<file path="config.mk">
export PLATFORM = sky130hd
export DESIGN_NAME = mdim_rr_sched
export DESIGN_NICKNAME = d
export VERILOG_FILES = /design/src/rtl/mdim_rr_sched.sv
export SDC_FILE = /design/constraint.sdc
export NUM_CORES = 1
export LEC_CHECK = 0
export BUFFER_PORTS_ARGS = -buffer_cell sky130_fd_sc_hd__buf_2
export CORE_AREA = 3 3 515 517
export CTS_BUF_LIST = sky130_fd_sc_hd__clkbuf_8
export DETAILED_ROUTE_END_ITERATION = 8
export DIE_AREA = 0 0 518 520
export PLACE_DENSITY = 0.31
export SETUP_SLACK_MARGIN = 0.15
export SYNTH_ARGS = -nofsm -noshare
export SYNTH_HDL_FRONTEND = slang
export SYNTH_SLANG_ARGS = --single-unit
</file>
<file path="constraint.sdc">
create_clock -name clk -period 2.2 [get_ports clk]
set_input_delay 0.11 -clock clk [delete_from_list [all_inputs] [get_ports clk]]
set_output_delay 0.11 -clock clk [all_outputs]
set_load 0.05 [all_outputs]
</file>
<file path="src/rtl/mdim_rr_sched.sv">
// mdim_rr_sched
// Round-robin scheduler that shares one downstream multidim datapath stage
// between NREQ requesters. One requester is selected per beat and its beat
// (packed byte-array data plus a small meta word) is registered into a
// single output slot with a valid/ready handshake. A requester can hold the
// stage for a multi-beat burst by setting the top meta bit (lock flag). A
// burst is capped at MAX_LOCK beats so one requester cannot starve the rest.
//
// Ports:
//   clk        clock
//   reset      synchronous active-high reset
//   req_valid  per-requester beat valid
//   req_ready  per-requester accept (one-hot or zero)
//   req_data   per-requester data beat [NREQ][NBYTES][BYTEW]
//   req_meta   per-requester meta word; bit METAW-1 is the lock flag
//   out_valid  output slot holds a beat
//   out_ready  downstream accept
//   out_data   registered data beat
//   out_meta   registered meta word
//   out_src    index of the requester that supplied the current beat
//   locked     burst lock active
module mdim_rr_sched #(
  parameter int NREQ     = 4,
  parameter int NBYTES   = 32,
  parameter int BYTEW    = 8,
  parameter int METAW    = 5,
  parameter int MAX_LOCK = 8
) (
  input  logic                                      clk,
  input  logic                                      reset,
  input  logic [NREQ-1:0]                           req_valid,
  output logic [NREQ-1:0]                           req_ready,
  input  logic [NREQ-1:0][NBYTES-1:0][BYTEW-1:0]    req_data,
  input  logic [NREQ-1:0][METAW-1:0]                req_meta,
  output logic                                      out_valid,
  input  logic                                      out_ready,
  output logic [NBYTES-1:0][BYTEW-1:0]              out_data,
  output logic [METAW-1:0]                          out_meta,
  output logic [$clog2(NREQ)-1:0]                   out_src,
  output logic                                      locked
);

  localparam int IDXW     = $clog2(NREQ);
  localparam int CNTW     = $clog2(MAX_LOCK + 1);
  localparam bit CAN_LOCK = (MAX_LOCK > 1);

  typedef enum logic {
    IDLE   = 1'b0,
    LOCKED = 1'b1
  } state_t;

  state_t            state;
  state_t            state_nxt;
  logic [IDXW-1:0]   owner;
  logic [IDXW-1:0]   owner_nxt;
  logic [CNTW-1:0]   lock_cnt;
  logic [CNTW-1:0]   cnt_nxt;
  logic [CNTW-1:0]   cnt_inc;
  logic [IDXW-1:0]   rr_ptr;

  logic              load;
  logic              grant_any;
  logic [IDXW-1:0]   grant_idx;
  logic [IDXW-1:0]   cand;
  logic              grant_lock;

  // The slot can take a new beat when it is empty or is being popped this
  // cycle, which gives one beat per cycle with out_ready held high.
  assign load       = !out_valid || out_ready;
  assign grant_lock = req_meta[grant_idx][METAW-1];
  assign locked     = (state == LOCKED);

  // Grant selection. While locked only the owner is eligible, even if it is
  // idle, so the slot drains and bubbles instead of interleaving a packet.
  // Otherwise search starts one past the last winner and wraps around.
  always_comb begin
    grant_any = 1'b0;
    grant_idx = '0;
    cand      = '0;
    req_ready = '0;
    if (!reset && load) begin
      if (state == LOCKED) begin
        if (req_valid[owner]) begin
          grant_any = 1'b1;
          grant_idx = owner;
        end
      end else begin
        for (int i = 1; i <= NREQ; i++) begin
          cand = IDXW'((int'(rr_ptr) + i) % NREQ);
          if (!grant_any && req_valid[cand]) begin
            grant_any = 1'b1;
            grant_idx = cand;
          end
        end
      end
    end
    if (grant_any) begin
      req_ready[grant_idx] = 1'b1;
    end
  end

  // Burst lock next-state. lock_cnt counts beats already sent in the burst;
  // the burst ends on a beat without the lock flag or on the MAX_LOCK-th beat,
  // which is still forwarded with its flag untouched.
  always_comb begin
    state_nxt = state;
    owner_nxt = owner;
    cnt_nxt   = lock_cnt;
    cnt_inc   = lock_cnt + CNTW'(1);
    if (grant_any) begin
      case (state)
        IDLE: begin
          if (grant_lock && CAN_LOCK) begin
            state_nxt = LOCKED;
            owner_nxt = grant_idx;
            cnt_nxt   = CNTW'(1);
          end
        end
        LOCKED: begin
          if (!grant_lock || (cnt_inc == CNTW'(MAX_LOCK))) begin
            state_nxt = IDLE;
            cnt_nxt   = '0;
          end else begin
            cnt_nxt   = cnt_inc;
          end
        end
        default: begin
          state_nxt = IDLE;
          cnt_nxt   = '0;
        end
      endcase
    end
  end

  // State and output slot registers. When the slot cannot load it holds
  // every field stable; a load cycle without a transfer leaves a bubble.
  // rr_ptr resets to the last index so requester 0 wins first.
  always_ff @(posedge clk) begin
    if (reset) begin
      state     <= IDLE;
      owner     <= '0;
      lock_cnt  <= '0;
      rr_ptr    <= IDXW'(NREQ - 1);
      out_valid <= 1'b0;
      out_data  <= '0;
      out_meta  <= '0;
      out_src   <= '0;
    end else begin
      state    <= state_nxt;
      owner    <= owner_nxt;
      lock_cnt <= cnt_nxt;
      if (load) begin
        out_valid <= grant_any;
        if (grant_any) begin
          out_data <= req_data[grant_idx];
          out_meta <= req_meta[grant_idx];
          out_src  <= grant_idx;
          rr_ptr   <= grant_idx;
        end
      end
    end
  end

endmodule

</file>
# ---- After elaboration in Yosys (flattened, before gate mapping)
# Cells that the tools add are included.
dict set report classes {
  order_cmp 7
  bitwise_logic 1
  n_mux 43
  reduce_logical 16
  n_eq_ne 2
  add_sub_neg 5
}
# operator count
set op_table {}
lappend op_table {{binary-select mux 256 bit (select 2 bit)} 1}
lappend op_table {{2-to-1 mux 256 bit} 1}
lappend op_table {{2-to-1 mux 1 bit} 21}
lappend op_table {{less-than comparator 2 x 3 -> 1 bit (second input constant)} 6}
lappend op_table {{2-to-1 mux 2 bit} 7}
lappend op_table {{2-to-1 mux 4 bit} 3}
lappend op_table {{binary-select mux 1 bit (select 2 bit)} 5}
lappend op_table {{binary-select mux 5 bit (select 2 bit)} 1}
lappend op_table {{case mux 4 bit (2 select lines)} 1}
lappend op_table {{zero test 1 bit} 6}
lappend op_table {{logical AND 1 bit} 5}
lappend op_table {{2-to-1 mux 5 bit} 1}
lappend op_table {{adder 2 x 1 -> 2 bit (second input constant)} 2}
lappend op_table {{adder 2 bit (second input constant)} 2}
lappend op_table {{adder 4 x 1 -> 4 bit (second input constant)} 1}
lappend op_table {{equality test 4 bit (second input constant)} 1}
lappend op_table {{AND reduction 2 bit} 2}
lappend op_table {{AND reduction 3 bit} 1}
lappend op_table {{demux 1 bit (select 2 bit)} 1}
lappend op_table {{>= comparator 2 x 1 -> 1 bit (second input constant)} 1}
lappend op_table {{logical OR 1 bit} 2}
lappend op_table {{!= test 2 bit (second input constant)} 1}
lappend op_table {{case mux 1 bit (2 select lines)} 1}
lappend op_table {{inverter 1 bit} 1}
dict set report totals {
  out_inout_bits 269
  wordCells 113
  reg_bits 273
  in_bits 1051
}

# ---- Longest topological paths before layout
# Gate-level depths: netlist (run 1).
dict set report logic_depth {
  depth_word 27
  depth_mapped 12
  ltp_nobuf 8
}

# ---- Worst setup path after synthesis (run 1)
# Ideal clock, no wire load.
dict set report synth_timing {
  path_kind {flip-flop to output port}
  startpoint {register state (netlist: locked)}
  endpoint {output req_ready[1]}
  n_path_buf 4
  stages_incl_launch_ff 9
  required_time_ns 2.090
  path_slack_ns -0.527
  t_arrival_ns 2.617
  path_cell_list {dfxtp_1 > buf_2 > inv_1 > nor3_1 > o31ai_4 > buf_6 > buf_6 > clkbuf_1 > nor2_1}
}
dict set report synth_via {
  elab_chain_len 7
  elab_cells_between_ends 10
  cone_classes {order compare: 2; mux: 7; reduce/logical: 1}
}
# item line_no
set synth_lines {}
lappend synth_lines {{start: declaration} 52} ;# state_t state;
lappend synth_lines {{start signal: assignment} 149} ;# state <= state_nxt;
lappend synth_lines {{2-to-1 mux 2 bit} 82} ;# if (state == LOCKED) begin
lappend synth_lines {{2-to-1 mux 2 bit} 81} ;# if (!reset && load) begin
lappend synth_lines {{less-than comparator 2 x 3 -> 1 bit (not written as such) / >= comparator 2 x 1 -> 1 bit (equally long branches)} 98} ;# req_ready[grant_idx] = 1'b1;
lappend synth_lines {{logical AND 1 bit (not written as such)} 98}
lappend synth_lines {{2-to-1 mux 1 bit (not written as such)} 98}
lappend synth_lines {{demux 1 bit (select 2 bit)} 98}
lappend synth_lines {{2-to-1 mux 4 bit (*)} 97} ;# if (grant_any) begin
lappend synth_lines {{end: declaration} 32} ;# output logic [NREQ-1:0] req_ready,
# Every way passes the cells marked *; elsewhere a longest branch is shown, timed or not.

# ---- Worst setup path after layout (run 1)
dict set report layout_timing {
  startpoint {register rr_ptr[0]}
  endpoint {output req_ready[2]}
}
dict set report layout_via {
  elab_chain_len 26
  elab_cells_between_ends 42
  cone_classes {add/sub: 4; order compare: 2; mux: 29; reduce/logical: 7}
}
# item line_no
set layout_lines {}
lappend layout_lines {{start: declaration} 59} ;# logic [IDXW-1:0] rr_ptr;
lappend layout_lines {{start signal: assignment} 143} ;# rr_ptr <= IDXW'(NREQ - 1);
lappend layout_lines {{start signal: assignment} 158} ;# rr_ptr <= grant_idx;
lappend layout_lines {{adder 2 x 1 -> 2 bit} 89} ;# cand = IDXW'((int'(rr_ptr) + i) % NREQ);
lappend layout_lines {{binary-select mux 1 bit (select 2 bit)} 90} ;# if (!grant_any && req_valid[cand]) begin
lappend layout_lines {{2-to-1 mux 1 bit (not written as such)} 90}
lappend layout_lines {{2-to-1 mux 1 bit} 90}
lappend layout_lines {{2-to-1 mux 1 bit} 82}
lappend layout_lines {{2-to-1 mux 1 bit} 81}
lappend layout_lines {{zero test 1 bit} 90}
lappend layout_lines {{logical AND 1 bit} 90}
lappend layout_lines {{[... 10 more ...]} n/a}
lappend layout_lines {{2-to-1 mux 2 bit} 90}
lappend layout_lines {{2-to-1 mux 2 bit} 82}
lappend layout_lines {{2-to-1 mux 2 bit} 81}
lappend layout_lines {{less-than comparator 2 x 3 -> 1 bit (not written as such) / >= comparator 2 x 1 -> 1 bit (equally long branches)} 98}
lappend layout_lines {{logical AND 1 bit (not written as such)} 98}
lappend layout_lines {{2-to-1 mux 1 bit (not written as such)} 98}
lappend layout_lines {{demux 1 bit (select 2 bit)} 98}
lappend layout_lines {{2-to-1 mux 4 bit (*)} 97}
# Every way passes the cells marked *; elsewhere a longest branch is shown, timed or not. The select of a mux whose other input is x is not followed.

==> results of run 1 <==
-- metrics by stage --
step	hold WS (ns)	setup slack, ns
final	0.226	-0.617
after global routing	0.160	-0.852
after floorplan	0.297	0.0283
after global placement	0.410	-0.609
after detailed placement	0.408	-0.549
after CTS	0.0533	-0.865
-- sequential cells by signal, indices dropped and copies added, names as in the netlist --
register	count
out_data	256
out_meta	5
lock_cnt	4
out_src	2
owner	2
rr_ptr	2
locked	1
out_valid	1
-- worst min-delay path, cell delays in order --
cell      delay, ns
buf_2          0.09
nand2b_1       0.14
and2_1         0.24
buf_4          0.20
nand4_1        0.09
a21oi_1        0.06
-- cells by family after synthesis --
family / after synthesis / synth area share, %
AO/OA/AOI/OAI: 554 / 16.4
flip-flops: 273 / 31.4
adder cells (fa/ha/maj): 2 / 0.144
buffers and inverters: 270 / 7.07
AND/OR/NAND/NOR: 1872 / 44.6
multiplexers: 5 / 0.345
-- metal layers --
| layer | vias up | track usage, % |
|---|---|---|
| met5 | - | 0 |
| met4 | 116 | 4.63 |
| met3 | 423 | 5.20 |
| met2 | 1487 | 24.5 |
| met1 | 14298 | 16.3 |
| li1 | 14907 | - |
-- cells in the mapped netlist, drive strengths merged, types with 2 or more instances --
cell    count  area share, %
a32o        2           0.11
nand3     525             15
mux2        2           0.15
a221oi      3           0.19
and3        3           0.14
buf       125            3.9
and2        3           0.11
o21ai     526             15
dfxtp     273             31
nor4        2           0.11
nand2b      5           0.18
nor3b       3           0.19
a211oi      2          0.086
a21oi      12           0.34
a22o        2           0.10
ha          2           0.14
mux2i       3           0.19
nand3b      4           0.17
nor2      793             17
inv         4          0.086
clkbuf    141            3.0
nand2     529             11
nor2b       3           0.11
-- cell usage in the layout, fill, tap and decap left out, drive strengths merged, types with 4 or more instances in the layout --
master	instances
dfxtp	273
clkbuf	85
nor2	793
buf	1609
nand3	525
diode	48
o21ai	526
inv	32
bufbuf	6
nand2b	5
nand3b	4
dlygate4sd3	1046
a21oi	12
nand2	529
-- layout make-up --
| class | instances | share of cell area, % |
|---|---|---|
| clock buffers | 81 | 2.55 |
| diodes | 48 | 0.275 |
| inverters | 4 | 0.0516 |
| multi-input cells | 2433 | 26.5 |
| clock inverters | 31 | 0.321 |
| repair buffers | 2665 | 47.7 |
| flip-flops and latches | 273 | 12.5 |
| well taps | 3515 | 10.1 |
-- worst paths after layout --
| kind | startpoint | endpoint | cells past startpoint |
|---|---|---|---|
| max | rr_ptr[0] | req_ready[2] | 9 |
| max reg2reg | rr_ptr[0] | out_data[74] | 15 |
| min | out_ready | owner[1] | 6 |
| min reg2reg | out_data[89] | out_data[89] | 2 |
-- power groups by stage --
stage / clock network, mW / registers, mW / logic (mW)
2_1_floorplan: 0 / 12.6 / 6.56
3_3_place_gp: 0 / 7.57 / 20.0
3_5_place_dp: 0 / 7.60 / 20.0
4_1_cts: 7.00 / 7.53 / 23.8
5_1_grt: 7.08 / 7.69 / 25.7
6_report: 6.43 / 7.51 / 24.0
-- what timing repair did --
| action | CTS | global route |
|---|---|---|
| cloned | 14 | 4 |
| hold buffers | 1046 | 0 |
| pin swaps | 31 | 60 |
| buffers inserted | 36 | 12 |
| gates resized for setup | 320 | 154 |
| endpoints found under the setup margin | 274 | 275 |
| endpoints found under the hold margin | 271 | 0 |
==> results by group, run 1 <==
Clock network
  – Clk pin slew, worst setup/hold paths: ~0.060 ns
  – CTS Root Cell: clkbuf_8
  – CTS tree: built
  – H-tree levels: 3
  – CTS Buf Count: between 60 and 70
  – Sink Count: roughly 270
  – Clock tree buffer depth: 3
  – Clock latency on the worst-skew pair: approximately 0.75 ns

Setup path
  – WP data required: between 2 and 2.5 ns
  – Crit Path Class: reg2out
  – Delay of the slowest critical-path stage: around 0.34 ns
  – CP endpoint kind: output port
  – Cell family with the largest share of critical-path delay: buffers and inverters
  – FF-to-FF setup slack: -0.60 ns
  – Worst-path cell chain: mux2_4 -> a221oi_4 -> o211ai_2 -> and3_4 -> buf_16 -> buf_12 -> buf_8 -> and2_4 -> buf_8
  – Worst EP arrival: about 2.7 ns
  – Critical Path Start Type: register
  – Slowest stage cell on the critical path: dfxtp_4
  – Crit-path max FO: 3
  – CP Buf/Inv Count: 4
  – Most used cell, CP: buf_8

Logic synthesis
  – Post-Syn Instances: ~3000
  – Post-synthesis register bit count: roughly 270
  – Avg Cell Area, Syn: 5.85 µm²
  – Post-Syn Area: 17400 µm²
  – Async set-reset flop share out of synthesis: 0%
  – Main synth FF type: dfxtp_1
  – Synth Warn #: 0
  – Number of flops mapped to enable cells by yosys: 0
  – Sequential element share of the synthesized area: between 30% and 40%
  – Synth cell types: 43
  – Net Count, Synth: ~4000

Place
  – Placed cells: slightly below 8000
  – Port Buffers: roughly 1300
  – Detail Placement HPWL: around 160000 µm
  – Placed Area: roughly 30000 µm²
  – GP Congestion: 0.974

Detailed routing
  – Met1 Routed Length: 79800 µm
  – Highest routed layer: met5
  – DRT Pass-1 Iters: 7
  – Vias: between 30000 and 40000
  – WL per Instance: ~22 µm
  – Drt first-iter violations: approximately 1700
  – Via density per instance: 3.45
  – Final ANT Viol Nets: 0
  – Routed wl met3: 17900 µm
  – DR DRC count: 0
  – DRT Wirelength: roughly 200000 µm
  – Met2 WL post-DR: between 90000 and 100000 µm

Final layout
  – Fin cells: between 9000 and 10000
  – Area of the multi-input gates: between 10000 and 15000 µm²
  – FILL cells: 30168
  – Final Core Density: 16.7%
  – Area grow syn2layout: 151%
  – Design area: between 40000 and 50000 µm²
  – Share of layout cells above drive strength 1: 34.6%
  – Nets@finish: about 6500
  – Register area: between 5000 and 6000 µm²

Timing
  – Fin Setup TNS: -110.58 ns
  – Worst clock skew: about 0.034 ns
  – Worst setup margin: -0.617 ns
  – RSZ-0062 raised after global routing: yes
  – Fin crit share: 128%
  – Final slew viol count: 0
  – Slew margin rel.: approximately 45%
  – Least-Margin Pin Slew: just over 0.8 ns
  – Fmax achieved: approximately 350 MHz
  – Final setup violation count: approximately 270
  – Tmin final: ~2.8 ns
  – Final Hold Viols: 0

Floorplan
  – Top Ports: roughly 1300
  – Die height: between 500 and 600 µm
  – Die footprint: roughly 270000 µm²
  – Core box area: ~260000 µm²
  – Row cnt: between 150 and 200
  – Initial Utilization: ~6.7%
  – Die W: 518 µm

Status
  – Failing checks: setup timing
  – Status: complete, but fails checks

Pwr
  – Clock power share: 17.0%
  – P per Cell Area: between 800 and 900 nW/µm²
  – Leakage: between 15 and 20 nW
  – Int Pwr: about 18 mW
  – Logic pwr share: between 60% and 70%
  – Maximum VDD drop: between 0.0003 and 0.0004 V
  – Fraction of power spent switching nets: around 52%
  – P_sw: between 15 and 20 mW
  – Sequential power share: roughly 20%
  – Pwr Total: 38.0 mW

GRT
  – Initial antenna violation count: 168
  – Grt total ovfl: 0
  – First-pass GRT wire length: between 200000 and 300000 µm
  – Largest net degree at the start of global routing: 106
  – Vias in the first global route: around 32000
  – All-layer global routing usage: between 10 and 15%

Flow run
  – Number of max-cap violations: 0

Min path
  – Worst min-delay path class: in2reg
Note: power is estimated with default switching activity, not from simulation.
==> run 2, diff against run 1 <==
==> constraint.sdc (replaced) <==
create_clock -name clk -period 2.2 [get_ports clk]
set_input_delay 0.44 -clock clk [delete_from_list [all_inputs] [get_ports clk]]
set_output_delay 0.44 -clock clk [all_outputs]
set_load 0.05 [all_outputs]
==> run 2 against run 1 <==
The run still ends with setup timing left. First-iteration DRC count fell by 0.12%. Sequential power fell by 0.5%. Clock skew up 0.0010 ns. Wire length up 0.41%. Final area down 2.3%. Count of clock-buffer cells in the layout increased by 7. Die area unchanged. Fmax down 3.5%. Worst hold slack lost 0.11 ns. Critical path depth unchanged. Cell count down 1.4%. Sequential share of layout area grew 0.29 points.
==> results by group, run 2 (same netlist as run 1, synthesis figures left out) <==
Status
  – Status: complete, but fails checks
  – Failing checks: setup timing

Clock network
  – H-tree levels: 3 (unchanged)
  – Sink Count: 273 (unchanged)
  – CTS tree: built
  – Clock latency on the worst-skew pair: 0.78 ns (+0.03 ns)
  – CTS Root Cell: clkbuf_8
  – Clk pin slew, worst setup/hold paths: 0.05 ns (about the same)
  – CTS Buf Count: 69 (+3.0%)
  – Clock tree buffer depth: 3 (unchanged)

Pwr
  – Maximum VDD drop: 0.000357 V (-5.3%)
  – Leakage: 19.3 nW (-2.5%)
  – Logic pwr share: 62.5% (-0.8 points)
  – P per Cell Area: 929 nW/µm² (+6.9%)
  – Clock power share: 18.7% (+1.7 points)
  – Sequential power share: 18.8% (-1.0 points)
  – Int Pwr: 19.3 mW (+6.4%)
  – P_sw: 20.3 mW (+2.6%)
  – Fraction of power spent switching nets: 51.2% (-0.90 points)
  – Pwr Total: 39.6 mW (+4.4%)

Setup path
  – CP Buf/Inv Count: 4 (unchanged)
  – Slowest stage cell on the critical path: dfxtp_4
  – WP data required: 1.76 ns (-0.33 ns)
  – CP endpoint kind: output port
  – Crit Path Class: reg2out
  – Worst EP arrival: 2.48 ns (-0.23 ns)
  – Crit-path max FO: 5 (+2)
  – Most used cell, CP: buf_12
  – Worst-path cell chain: buf_6 -> nand2b_4 -> buf_4 -> nand3b_1 -> a21oi_4 -> o31ai_4 -> buf_12 -> and3_4 -> buf_12
  – Cell family with the largest share of critical-path delay: buffers and inverters
  – Delay of the slowest critical-path stage: 0.36 ns (+0.02 ns)
  – Critical Path Start Type: register

GRT
  – Vias in the first global route: 30658 (-3.4%)
  – Grt total ovfl: 0 (unchanged)
  – All-layer global routing usage: 14.4% (+0.11 points)
  – First-pass GRT wire length: 266000 µm (about the same)
  – Largest net degree at the start of global routing: 93 (-12%)
  – Initial antenna violation count: 193 (+15%)

Detailed routing
  – DRT Pass-1 Iters: 5 (-2)
  – WL per Instance: 22.7 µm (+1.9%)
  – DR DRC count: 0 (unchanged)
  – Final ANT Viol Nets: 0 (unchanged)
  – Drt first-iter violations: 1720 (-0.12%)
  – Via density per instance: 3.42 (-0.86%)
  – DRT Wirelength: 203000 µm (+0.41%)
  – Vias: 30522 (-2.3%)

Place
  – Dpl ws: -0.787 ns (-0.238 ns)
  – Placed Area: 29900 µm² (+0.90%)
  – Port Buffers: 1319 (unchanged)
  – Detail Placement HPWL: 168000 µm (+2.4%)
  – GP Congestion: 0.940 (-3.4%)

Floorplan
  – Die W: 518 µm (unchanged)
  – Die height: 520 µm (unchanged)
  – Core box area: 262000 µm² (unchanged)
  – Die footprint: 269000 µm² (unchanged)
  – Top Ports: 1320 (unchanged)
  – Row cnt: 188 (unchanged)
  – Initial Utilization: 6.66% (unchanged)

Timing
  – Least-Margin Pin Slew: 0.840 ns (+0.0113 ns)
  – Final Hold Viols: 0 (unchanged)
  – RSZ-0062 raised after global routing: yes
  – Final slew viol count: 0 (unchanged)
  – Worst hold slack: 0.111 ns (-0.114 ns)
  – Worst setup margin: -0.721 ns (-0.103 ns)
  – Fin crit share: 133% (+4.7 points)
  – Worst clock skew: 0.0352 ns (+0.00105 ns)
  – Final setup violation count: 272 (-0.37%)
  – Tmin final: 2.92 ns (+0.103 ns)
  – Slew margin rel.: 44.0% (-0.75 points)
  – Fmax achieved: 342 MHz (-3.5%)

Final layout
  – Top flop regs: out_data x256, out_meta x5, lock_cnt x4
  – Area grow syn2layout: 145%
  – Max reg flops: 256 (unchanged)
  – Register area: 5480 µm² (about the same)
  – Area of the multi-input gates: 11900 µm² (+2.5%)
  – Most frequent cells in the layout: buf_2, dlygate4sd3_1, nor2_1
  – Design area: 42700 µm² (-2.3%)
  – FILL cells: 30418 (+0.83%)
  – Share of layout cells above drive strength 1: 38.4% (+3.8 points)
  – Top reg by flops: out_data
  – Final Core Density: 16.3% (-0.39 points)
  – Nets@finish: 6335 (-2.5%)
  – Commonest non-fill, non-tap cell in the layout: buf_2

Flow run
  – Number of max-cap violations: 0 (unchanged)

Min path
  – Worst min-delay path class: in2reg
[run 2: layout make-up]
class | instances | area share, %
diodes | 71 | 0.416
clock buffers | 88 | 2.84
clock inverters | 36 | 0.719
inverters | 4 | 0.0528
multi-input cells | 2433 | 27.8
flip-flops and latches | 273 | 12.8
well taps | 3515 | 10.3
repair buffers | 2501 | 45.0
[run 2: power by group through the flow]
stage	clock network, mW	registers [mW]	logic, mW
after floorplan	0	12.6	6.59
after global placement	0	7.53	20.5
after detailed placement	0	7.56	20.4
after CTS	7.99	7.49	24.2
after global routing	8.06	7.65	26.5
final	7.39	7.47	24.8
[run 2: what timing repair did]
| item | CTS | global route |
|---|---|---|
| hold endpoints to repair | 257 | 0 |
| hold buffers | 805 | 0 |
| setup buffers | 42 | 22 |
| gates cloned | 22 | 6 |
| gates resized for setup | 274 | 329 |
| pin swaps | 36 | 118 |
| setup endpoints to repair | 355 | 315 |
[run 2: per-layer routing]
layer / track usage (%) / up-vias / wire length, µm
li1: - / 14647 / -
met1: 16.8 / 13872 / 81900
met2: 24.5 / 1484 / 94700
met3: 5.36 / 405 / 18700
met4: 4.03 / 114 / 6970
met5: 0 / - / 718
[run 2: metrics by stage]
| step | setup TNS, ns | std cells |
|---|---|---|
| floorplan | -36.04 | 2976 |
| global placement | -170.83 | 7829 |
| detailed placement | -170.54 | 7829 |
| CTS | -108.48 | 8822 |
| global route | -161.53 | 8885 |
| finish | -119.92 | 8921 |
[run 2: final timing paths]
kind | from | endpoint | slack [ns] | cells after the start
setup / recovery | rr_ptr[1] | req_ready[0] | -0.72 | 9
hold / removal | req_data[454] | out_data[198] | 0.11 | 5
setup reg to reg | rr_ptr[1] | out_data[240] | -0.63 | 19
hold reg to reg | out_data[222] | out_data[222] | 0.45 | 2
[run 2: tightest hold or removal path, delay by kind of cell]
family          cells  cell delay [ns]
simple gates        2             0.15
compound gates      2             0.17
buf+inv             1             0.08
